--- src/rtl/sprite_compositor_if.sv ---
`default_nettype none
// ============================================================================
//  Module   : sprite_compositor_if
//  Brief    : Pixel request/response bundle between the OLED pixel scanner
//             (master) and the sprite compositor (slave).
//  Revision : 1.0  initial release
// ============================================================================
interface sprite_compositor_if;
    logic        pix_req;
    logic [6:0]  pix_x;
    logic [5:0]  pix_y;
    logic        pix_ready;
    logic        pix_valid;
    logic [15:0] pix_rgb;

    modport master (
        output pix_req, pix_x, pix_y,
        input  pix_ready, pix_valid, pix_rgb
    );

    modport slave (
        input  pix_req, pix_x, pix_y,
        output pix_ready, pix_valid, pix_rgb
    );
endinterface
`default_nettype wire

--- src/rtl/sprite_compositor.sv ---
`default_nettype none
// ============================================================================
//  Module   : sprite_compositor
//  Brief    : Per-pixel layer compositor. Translates a screen pixel into
//             sprite-local BRAM coordinates, waits out the registered BRAM
//             read and resolves game-over / projectile / character /
//             background priority with transparency into one RGB565 pixel.
//  Revision : 1.0  initial release
// ============================================================================
module sprite_compositor #(
    parameter int          N_CHAR = 4,
    parameter int          N_PROJ = 4,
    parameter int          SPR_W  = 20,
    parameter logic [1:0]  TRANSP = 2'b01,
    localparam int         NS     = N_CHAR + N_PROJ
) (
    input  wire logic              clk,
    input  wire logic              rst_n,
    sprite_compositor_if.slave     pix,
    input  wire logic [NS-1:0]     i_spr_act,
    input  wire logic [NS*7-1:0]   i_spr_px,
    input  wire logic [NS*6-1:0]   i_spr_py,
    input  wire logic [NS*2-1:0]   i_spr_dir_in,
    input  wire logic              i_game_over,
    output logic [NS*10-1:0]       o_spr_x,
    output logic [NS*10-1:0]       o_spr_y,
    output logic [NS*2-1:0]        o_spr_dir,
    input  wire logic [NS*18-1:0]  i_spr_pixel,
    output logic [9:0]             o_bg_x,
    output logic [9:0]             o_bg_y,
    input  wire logic [17:0]       i_bg_pixel,
    output logic [9:0]             o_go_x,
    output logic [9:0]             o_go_y,
    input  wire logic [17:0]       i_go_pixel
);

    localparam logic [9:0] c_SPR_W = 10'(SPR_W);

    typedef enum logic [1:0] {
        S_IDLE = 2'd0,
        S_ADDR = 2'd1,
        S_READ = 2'd2,
        S_DONE = 2'd3
    } state_t;

    state_t            r_state;
    state_t            w_state_nxt;
    logic              w_accept;

    logic [NS*10-1:0]  w_lx;
    logic [NS*10-1:0]  w_ly;
    logic [NS-1:0]     w_hit;

    // Registers below are the per-pixel snapshot: everything the in-flight
    // pixel needs is captured at accept, so later input changes are harmless.
    logic [NS*10-1:0]  r_spr_x;
    logic [NS*10-1:0]  r_spr_y;
    logic [NS*2-1:0]   r_spr_dir;
    logic [NS-1:0]     r_hit;
    logic              r_go;
    logic [9:0]        r_px10;
    logic [9:0]        r_py10;
    logic [15:0]       r_rgb;
    logic [15:0]       w_rgb;

    // Background and game-over layers are always opaque; their flag bits
    // carry no meaning here.
    logic              w_unused;
    assign w_unused = ^{i_bg_pixel[1:0], i_go_pixel[1:0]};

    // Sprite-local coordinates; a pixel left/above the sprite wraps to a
    // large value and therefore fails the bounds compare naturally.
    for (genvar g = 0; g < NS; g++) begin : g_slot
        assign w_lx[10*g +: 10] = {3'b000, pix.pix_x} - {3'b000, i_spr_px[7*g +: 7]};
        assign w_ly[10*g +: 10] = {4'b0000, pix.pix_y} - {4'b0000, i_spr_py[6*g +: 6]};
        assign w_hit[g] = i_spr_act[g]
                        && (w_lx[10*g +: 10] < c_SPR_W)
                        && (w_ly[10*g +: 10] < c_SPR_W);
    end

    // State register.
    always_ff @(posedge clk or negedge rst_n) begin
        if (!rst_n) begin
            r_state <= S_IDLE;
        end else begin
            r_state <= w_state_nxt;
        end
    end

    // Next-state: one cycle per state, requests only honoured in IDLE.
    always_comb begin
        w_state_nxt = r_state;
        w_accept    = 1'b0;
        case (r_state)
            S_IDLE: begin
                if (pix.pix_req) begin
                    w_accept    = 1'b1;
                    w_state_nxt = S_ADDR;
                end
            end
            S_ADDR:  w_state_nxt = S_READ;
            S_READ:  w_state_nxt = S_DONE;
            S_DONE:  w_state_nxt = S_IDLE;
            default: w_state_nxt = S_IDLE;
        endcase
    end

    // Priority resolve over BRAM data: lowest index wins inside a class,
    // so iterate downward and let later matches override earlier ones.
    always_comb begin
        w_rgb = i_bg_pixel[17:2];
        for (int c = N_CHAR - 1; c >= 0; c--) begin
            if (r_hit[c] && (i_spr_pixel[18*c +: 2] != TRANSP)) begin
                w_rgb = i_spr_pixel[18*c + 2 +: 16];
            end
        end
        for (int p = NS - 1; p >= N_CHAR; p--) begin
            if (r_hit[p] && (i_spr_pixel[18*p +: 2] != TRANSP)) begin
                w_rgb = i_spr_pixel[18*p + 2 +: 16];
            end
        end
        if (r_go) begin
            w_rgb = i_go_pixel[17:2];
        end
    end

    // Coordinates are registered at accept so the BRAMs see them throughout
    // ADDR and return data during READ; the colour is captured leaving READ.
    always_ff @(posedge clk or negedge rst_n) begin
        if (!rst_n) begin
            r_spr_x   <= '0;
            r_spr_y   <= '0;
            r_spr_dir <= '0;
            r_hit     <= '0;
            r_go      <= 1'b0;
            r_px10    <= '0;
            r_py10    <= '0;
            r_rgb     <= '0;
        end else begin
            if (w_accept) begin
                r_spr_x   <= w_lx;
                r_spr_y   <= w_ly;
                r_spr_dir <= i_spr_dir_in;
                r_hit     <= w_hit;
                r_go      <= i_game_over;
                r_px10    <= {3'b000, pix.pix_x};
                r_py10    <= {4'b0000, pix.pix_y};
            end
            if (r_state == S_READ) begin
                r_rgb <= w_rgb;
            end
        end
    end

    assign o_spr_x       = r_spr_x;
    assign o_spr_y       = r_spr_y;
    assign o_spr_dir     = r_spr_dir;
    assign o_bg_x        = r_px10;
    assign o_bg_y        = r_py10;
    assign o_go_x        = r_px10;
    assign o_go_y        = r_py10;
    assign pix.pix_ready = (r_state == S_IDLE);
    assign pix.pix_valid = (r_state == S_DONE);
    assign pix.pix_rgb   = r_rgb;

endmodule
`default_nettype wire

--- src/flat_wrapper.sv ---
// flat-port wrapper written by rule: the top's interface ports become plain ports
module sprite_compositor_flat 
#(
    parameter int          N_CHAR = 4,
    parameter int          N_PROJ = 4,
    parameter int          SPR_W  = 20,
    parameter logic [1:0]  TRANSP = 2'b01,
    localparam int         NS     = N_CHAR + N_PROJ
)
  (clk, rst_n, i_spr_act, i_spr_px, i_spr_py, i_spr_dir_in, i_game_over, o_spr_x, o_spr_y, o_spr_dir, i_spr_pixel, o_bg_x, o_bg_y, i_bg_pixel, o_go_x, o_go_y, i_go_pixel, pix_pix_req, pix_pix_x, pix_pix_y, pix_pix_ready, pix_pix_valid, pix_pix_rgb);
  sprite_compositor_if pix_i ();
  input  wire logic clk;
  input  wire logic rst_n;
  input  wire logic [NS-1:0] i_spr_act;
  input  wire logic [NS*7-1:0] i_spr_px;
  input  wire logic [NS*6-1:0] i_spr_py;
  input  wire logic [NS*2-1:0] i_spr_dir_in;
  input  wire logic i_game_over;
  output logic [NS*10-1:0] o_spr_x;
  output logic [NS*10-1:0] o_spr_y;
  output logic [NS*2-1:0] o_spr_dir;
  input  wire logic [NS*18-1:0] i_spr_pixel;
  output logic [9:0] o_bg_x;
  output logic [9:0] o_bg_y;
  input  wire logic [17:0] i_bg_pixel;
  output logic [9:0] o_go_x;
  output logic [9:0] o_go_y;
  input  wire logic [17:0] i_go_pixel;
  input wire logic [$bits(pix_i.pix_req)-1:0] pix_pix_req;
  input wire logic [$bits(pix_i.pix_x)-1:0] pix_pix_x;
  input wire logic [$bits(pix_i.pix_y)-1:0] pix_pix_y;
  output wire logic [$bits(pix_i.pix_ready)-1:0] pix_pix_ready;
  output wire logic [$bits(pix_i.pix_valid)-1:0] pix_pix_valid;
  output wire logic [$bits(pix_i.pix_rgb)-1:0] pix_pix_rgb;
  assign pix_i.pix_req = pix_pix_req;
  assign pix_i.pix_x = pix_pix_x;
  assign pix_i.pix_y = pix_pix_y;
  assign pix_pix_ready = pix_i.pix_ready;
  assign pix_pix_valid = pix_i.pix_valid;
  assign pix_pix_rgb = pix_i.pix_rgb;
  sprite_compositor #(.N_CHAR(N_CHAR), .N_PROJ(N_PROJ), .SPR_W(SPR_W), .TRANSP(TRANSP)) u_core (.clk(clk), .rst_n(rst_n), .pix(pix_i), .i_spr_act(i_spr_act), .i_spr_px(i_spr_px), .i_spr_py(i_spr_py), .i_spr_dir_in(i_spr_dir_in), .i_game_over(i_game_over), .o_spr_x(o_spr_x), .o_spr_y(o_spr_y), .o_spr_dir(o_spr_dir), .i_spr_pixel(i_spr_pixel), .o_bg_x(o_bg_x), .o_bg_y(o_bg_y), .i_bg_pixel(i_bg_pixel), .o_go_x(o_go_x), .o_go_y(o_go_y), .i_go_pixel(i_go_pixel));
endmodule
--- config.mk ---
export PLATFORM = sky130hd
export DESIGN_NAME = sprite_compositor_flat
export DESIGN_NICKNAME = d
export VERILOG_FILES = /design/src/rtl/sprite_compositor_if.sv /design/src/rtl/sprite_compositor.sv /design/src/flat_wrapper.sv
export SDC_FILE = /design/constraint.sdc
export NUM_CORES = 1
export LEC_CHECK = 0
export CORE_AREA = 2 2 217 219
export CTS_BUF_LIST = sky130_fd_sc_hd__clkbuf_2 sky130_fd_sc_hd__clkbuf_4 sky130_fd_sc_hd__clkbuf_8
export DETAILED_ROUTE_END_ITERATION = 8
export DIE_AREA = 0 0 219 221
export DONT_BUFFER_PORTS = 1
export REMOVE_ABC_BUFFERS = 1
export SLEW_MARGIN = 5
export SYNTH_ARGS = -nofsm -noshare
export SYNTH_HDL_FRONTEND = slang
export SYNTH_SLANG_ARGS = --single-unit
--- constraint.sdc ---
create_clock -name clk -period 2.4 [get_ports clk]
set_input_delay 0.24 -clock clk [delete_from_list [all_inputs] [get_ports clk]]
set_output_delay 0.24 -clock clk [all_outputs]
set_load 0.03 [all_outputs]
### Word-level counts from Yosys, hierarchy flattened

Index checks and enable logic that the tools add are counted.
Widths: inputs -> output; s select.

| word-level totals | value |
|---|---|
| register bits | 216 |
| input bits | 325 |
| word-level logic and storage cells | 91 |
| output and inout bits | 234 |

| operators by class | value |
|---|---|
| mux-type cells | 13 |
| reduce and logical (&&, ||, !) cells | 25 |
| add/subtract/negate cells | 16 |
| eq/ne operators | 12 |
| magnitude comparators | 16 |

Operators with widths:

| kind | number |
|---|---|
| $lt 10x5->1 const B | 16 |
| $mux 16 | 9 |
| $sub 7x7->8 | 8 |
| $sub 6x6->7 | 8 |
| $logic_and 1x1->1 | 24 |
| $ne 2x1->1 const B | 8 |
| $pmux 2 s4 | 1 |
| $eq 2x2->1 const B | 2 |
| $eq 2x1->1 const B | 1 |
| $logic_not 2->1 | 1 |
| $mux 1 | 2 |
| $mux 2 | 1 |
| $ne 2x2->1 const B | 1 |

### Depth between registers and ports, before layout

| depth | value |
|---|---|
| word-level depth | 11 |
| depth in mapped cells | 10 |
| depth with buffers taken out | 10 |

### Worst setup path after synthesis

Ideal clock, no wire load.

| timing | value |
|---|---|
| path type | in2reg |
| from | input port pix_pix_x[0] |
| to | register u_core.r_hit[2] |
| path buffers | 0 |
| setup slack | 0.233 ns |
| required time | 2.296 ns |
| stages | 10 |
| data arrival time | 2.063 ns |
| library setup time | 0.104 ns |
| cells stage by stage | inv_1 > ha_1 > inv_1 > fa_1 > a211oi_1 > nor2_1 > a21o_1 > a21oi_2 > xnor2_1 > o41ai_2 |

| between the ends | value |
|---|---|
| longest elaborated chain between the ends | 4 |

Ends and longest elaborated chain:

| item | line | text |
|---|---|---|
| start, declared | flat_wrapper.sv:30 | `input wire logic [$bits(pix_i.pix_x)-1:0] pix_pix_x;` |
| $sub 7x7->8 | sprite_compositor.sv:74 | `assign w_lx[10*g +: 10] = {3'b000, pix.pix_x} - {3'b000, i_spr_px[7*g +: 7]};` |
| $lt 10x5->1 | sprite_compositor.sv:77 | `&& (w_lx[10*g +: 10] < c_SPR_W)` |
| $logic_and 1x1->1 | sprite_compositor.sv:77 |  |
| $logic_and 1x1->1 | sprite_compositor.sv:78 | `&& (w_ly[10*g +: 10] < c_SPR_W);` |
| end signal, assigned | sprite_compositor.sv:144 | `r_hit <= w_hit;` |
| end, declared | sprite_compositor.sv:59 | `logic [NS-1:0] r_hit;` |

Every way passes these cells.
A chain may end at the register's enable or synchronous reset.

### Worst setup path in the final report

Ends and elaborated chain as after synthesis.

==> impl_metrics.csv <==
group,metric,value,unit
route,first_pass_iters,5,
power_and_ir_drop,p_leak,7.20,nW
finish,regArea,4400,µm²
logic_synthesis,synth_top_area_cell,"dfrtp_1",
clock_tree,insertion_delay,560,ps
logic_synthesis,avgSynthCellArea,8.48,µm²
global_routing,antenna_found_initial,13,
outcome,status,"complete, but fails checks",
power_and_ir_drop,powerDensity,1050,nW/µm²
global_routing,grt.total_usage,21.5,%
timing,min_period_over_period,96.3,%
timing,relSlewSlack,40.1,%
logic_synthesis,synth_area,12600,µm²
global_routing,grt_first_pass_wirelength,75000,µm
clock_tree,post_cts_buffers,0,
floorplan,initial_core_util,27.4,%
logic_synthesis,synth_top_area_share,34.8,%
finish,final_area,14900,µm²
worst_setup_path,worstPathRequired,2860,ps
clock_tree,clkSlewWorstSetupHoldPaths,90,ps
finish,syn2layout_area_growth,17.9,%
route,via_count,11300,
timing,setup_slack,89.9,ps
clock_tree,postCtsHoldBufs,134,
timing,fmax,0.433,GHz
finish,final.fill_count,4777,
timing,drv_slew,0,
timing,skew,13.1,ps
placed_design,io_buffer_count,0,
route,vias_per_cell,5.11,
clock_tree,root_buffer,"clkbuf_8",
timing,hold_viol,176,
global_routing,grt_max_degree,177,
worst_hold_path,min_path_type,"input pin to async pin",
worst_setup_path,crit_path_start_kind,"input pin",
global_routing,grt_overflow,0,
timing,whs,-626,ps
floorplan,ioPinCount,559,
logic_synthesis,synth_warnings,0,
logic_synthesis,synth_area_leaders,"dfrtp_1 (35%), ha_1 (11%), nand2_1 (8.5%)",
worst_setup_path,cp_max_fo,9,
logic_synthesis,yosysUniqueCellTypes,73,
worst_setup_path,worstSetupEndpointType,"flop",
floorplan,fp.dieH,221,µm
logic_synthesis,synth_ff_type,"dfrtp_1",
placed_design,post-dp-hpwl,39900,µm
logic_synthesis,synth_edf_count,0,
worst_setup_path,path_class,"input pin to flop",
clock_tree,clockBufferDepth,2,
timing,period_needed,2310,ps
floorplan,dieArea,48400,µm²
route,remaining_drc_errors,0,
clock_tree,cts_sinks,176,
finish,multi_input_comb_area,7130,µm²
floorplan,core,46100,µm²
logic_synthesis,async_flop_share,100,%
floorplan,num_rows,79,
clock_tree,htree_levels,4,
logic_synthesis,yosysSeqAreaShare,34.8,%
clock_tree,cts_tree,"done",
route,wl,52900,µm
clock_tree,cts_made_buffers,17,
finish,layout.nets,2026,
route,ant_nets,0,
placed_design,place_area,13100,µm²
logic_synthesis,ys_ff_latch,176,
outcome,violations,"hold timing",
logic_synthesis,synth_cells,1490,
timing,setup_violations,0,
job,maxCapViolations,0,
global_routing,grt_pass1_vias,11900,
placed_design,routabilityCongestion,0.944,
placed_design,post-place-ws,-115,ps
floorplan,die_x,219,µm
finish,drive_gt1_share,8.05,%
route,drt_iter0_markers,587,
route,wire_per_inst,24.0,µm
worst_setup_path,cp.arrival,2770,ps
timing,worst_pin_slew,899,ps
power_and_ir_drop,peakVddDrop,0.782,mV
-- power breakdown --
part | switching, mW | total (mW) | internal, mW
clock network | 1.24 | 2.02 | 0.780
logic | 3.42 | 5.38 | 1.95
registers | 4.02 | 8.29 | 4.27
-- worst paths after layout --
path | start | end | slack [ps] | depth (start not counted)
max | pix_pix_x[0] | u_core.r_hit[2] | 90 | 12
min | rst_n | u_core.o_bg_y[5] | -630 | 0
max reg2reg | u_core.r_hit[5] | u_core.pix.pix_rgb[14] | 130 | 6
min reg2reg | u_core.r_hit[5] | u_core.r_hit[5] | 540 | 1
max in group asynchronous | rst_n | u_core.o_spr_dir[7] | 2710 | 0
min in group clk | pix_pix_x[1] | u_core.o_spr_x[71] | 40 | 3
-- critical path, stage by stage --
cell	delay, ps
dlygate4sd3_1	530
inv_1	100
buf_12	150
ha_2	190
inv_1	60
fa_2	360
a211oi_2	220
nor2_1	100
a21o_1	190
a21oi_2	180
xnor2_2	120
o41ai_2	310
-- logic make-up (layout without fill, tap and decap cells) --
| family | count (synthesis) | in the layout | synth area share [%] |
|---|---|---|---|
| other | 1 | 25 | 0.0297 |
| XOR/XNOR | 63 | 63 | 4.37 |
| multiplexers | 26 | 26 | 2.15 |
| AND/OR/NAND/NOR | 481 | 481 | 16.0 |
| adder cells (fa/ha/maj) | 123 | 123 | 13.1 |
| flip-flops | 176 | 176 | 34.8 |
| buffers and inverters | 242 | 330 | 9.69 |
| AO/OA/AOI/OAI | 378 | 378 | 19.8 |
-- placed cells by master, fill, tap and decap left out, drive strengths merged, types with 8 or more instances in the layout --
master	Yosys	layout
nand2	287	287
dfrtp	176	176
dlygate4sd3	0	133
o21ai	125	125
nor2	121	121
inv	117	119
ha	107	107
a21oi	77	77
buf	83	47
xnor2	35	35
xor2	28	28
a211oi	24	24
nand2b	21	21
clkbuf	42	20
a21o	18	18
mux2i	17	17
a22oi	16	16
o211a	16	16
a221o	16	16
o221ai	16	16
fa	16	16
o22ai	15	15
conb	1	14
diode	0	11
mux2	9	9
nand3	8	8
o31ai	8	8
o21a	8	8
-- state kept, by name, indices dropped and copies added (netlist names) --
signal	flops
u_core.r_hit	8
u_core.pix.pix_rgb	16
u_core.o_spr_y	56
u_core.o_bg_y	6
u_core.o_bg_x	7
u_core.o_spr_x	64
u_core.o_spr_dir	16
u_core.r_go	1
u_core.r_state	2
-- Yosys cell counts (6+ instances only) --
master,number
nand2b_1,21
buf_4,70
a21oi_1,76
o21ai_0,118
a21o_1,18
a211oi_1,21
o211ai_1,6
fa_1,16
xor2_1,28
nand2_1,287
dfrtp_1,176
o31ai_1,8
o21a_1,8
mux2_2,9
o221ai_1,16
nor2b_1,6
buf_2,12
inv_1,117
a22oi_1,16
a221o_1,16
nor2_1,118
clkbuf_1,38
mux2i_1,17
xnor2_1,35
o21ai_1,6
o211a_1,16
nand3_1,8
o22ai_1,15
ha_1,107
-- stage by stage --
stage | util, % | cells | TNS [ps] | power, mW
6_report | 32.3 | 2209 | 0 | 15.7
5_1_grt | 32.3 | 2208 | -3.70 | 16.7
4_1_cts | 32.2 | 2198 | 0 | 15.8
3_5_place_dp | 28.5 | 2032 | -184 | 13.4
3_3_place_gp | 28.5 | 2032 | -67.3 | 13.3
2_1_floorplan | - | 1378 | -311000 | 11.6
-- final cells by class --
type | instances | area share (%)
Antenna cell | 11 | 0.185
Clock buffer | 20 | 1.81
Clock inverter | 12 | 0.571
Inverter | 117 | 2.95
Multi-Input combinational cell | 1085 | 47.9
Sequential cell | 176 | 29.6
Tap cell | 607 | 5.10
Timing Repair Buffer | 181 | 12.0
-- metal layers --
| layer | vias up | part of all wire, % | wire [µm] | track usage [%] |
|---|---|---|---|---|
| met1 | 5440 | 34 | 18100 | 20.4 |
| met3 | 113 | 8.5 | 4500 | 7.97 |
| met2 | 533 | 52 | 27500 | 39.6 |
| met4 | 4 | 5.3 | 2810 | 11.3 |
| li1 | 5205 | - | - | - |
| met5 | - | 0.055 | 29 | 0 |
-- repair_timing --
action	4_1_cts	5_1_grt
endpoints found under the setup margin	0	11
hold endpoints to repair	261	176
resized for setup	0	13
No activity file was read; power rests on OpenSTA's default activity.
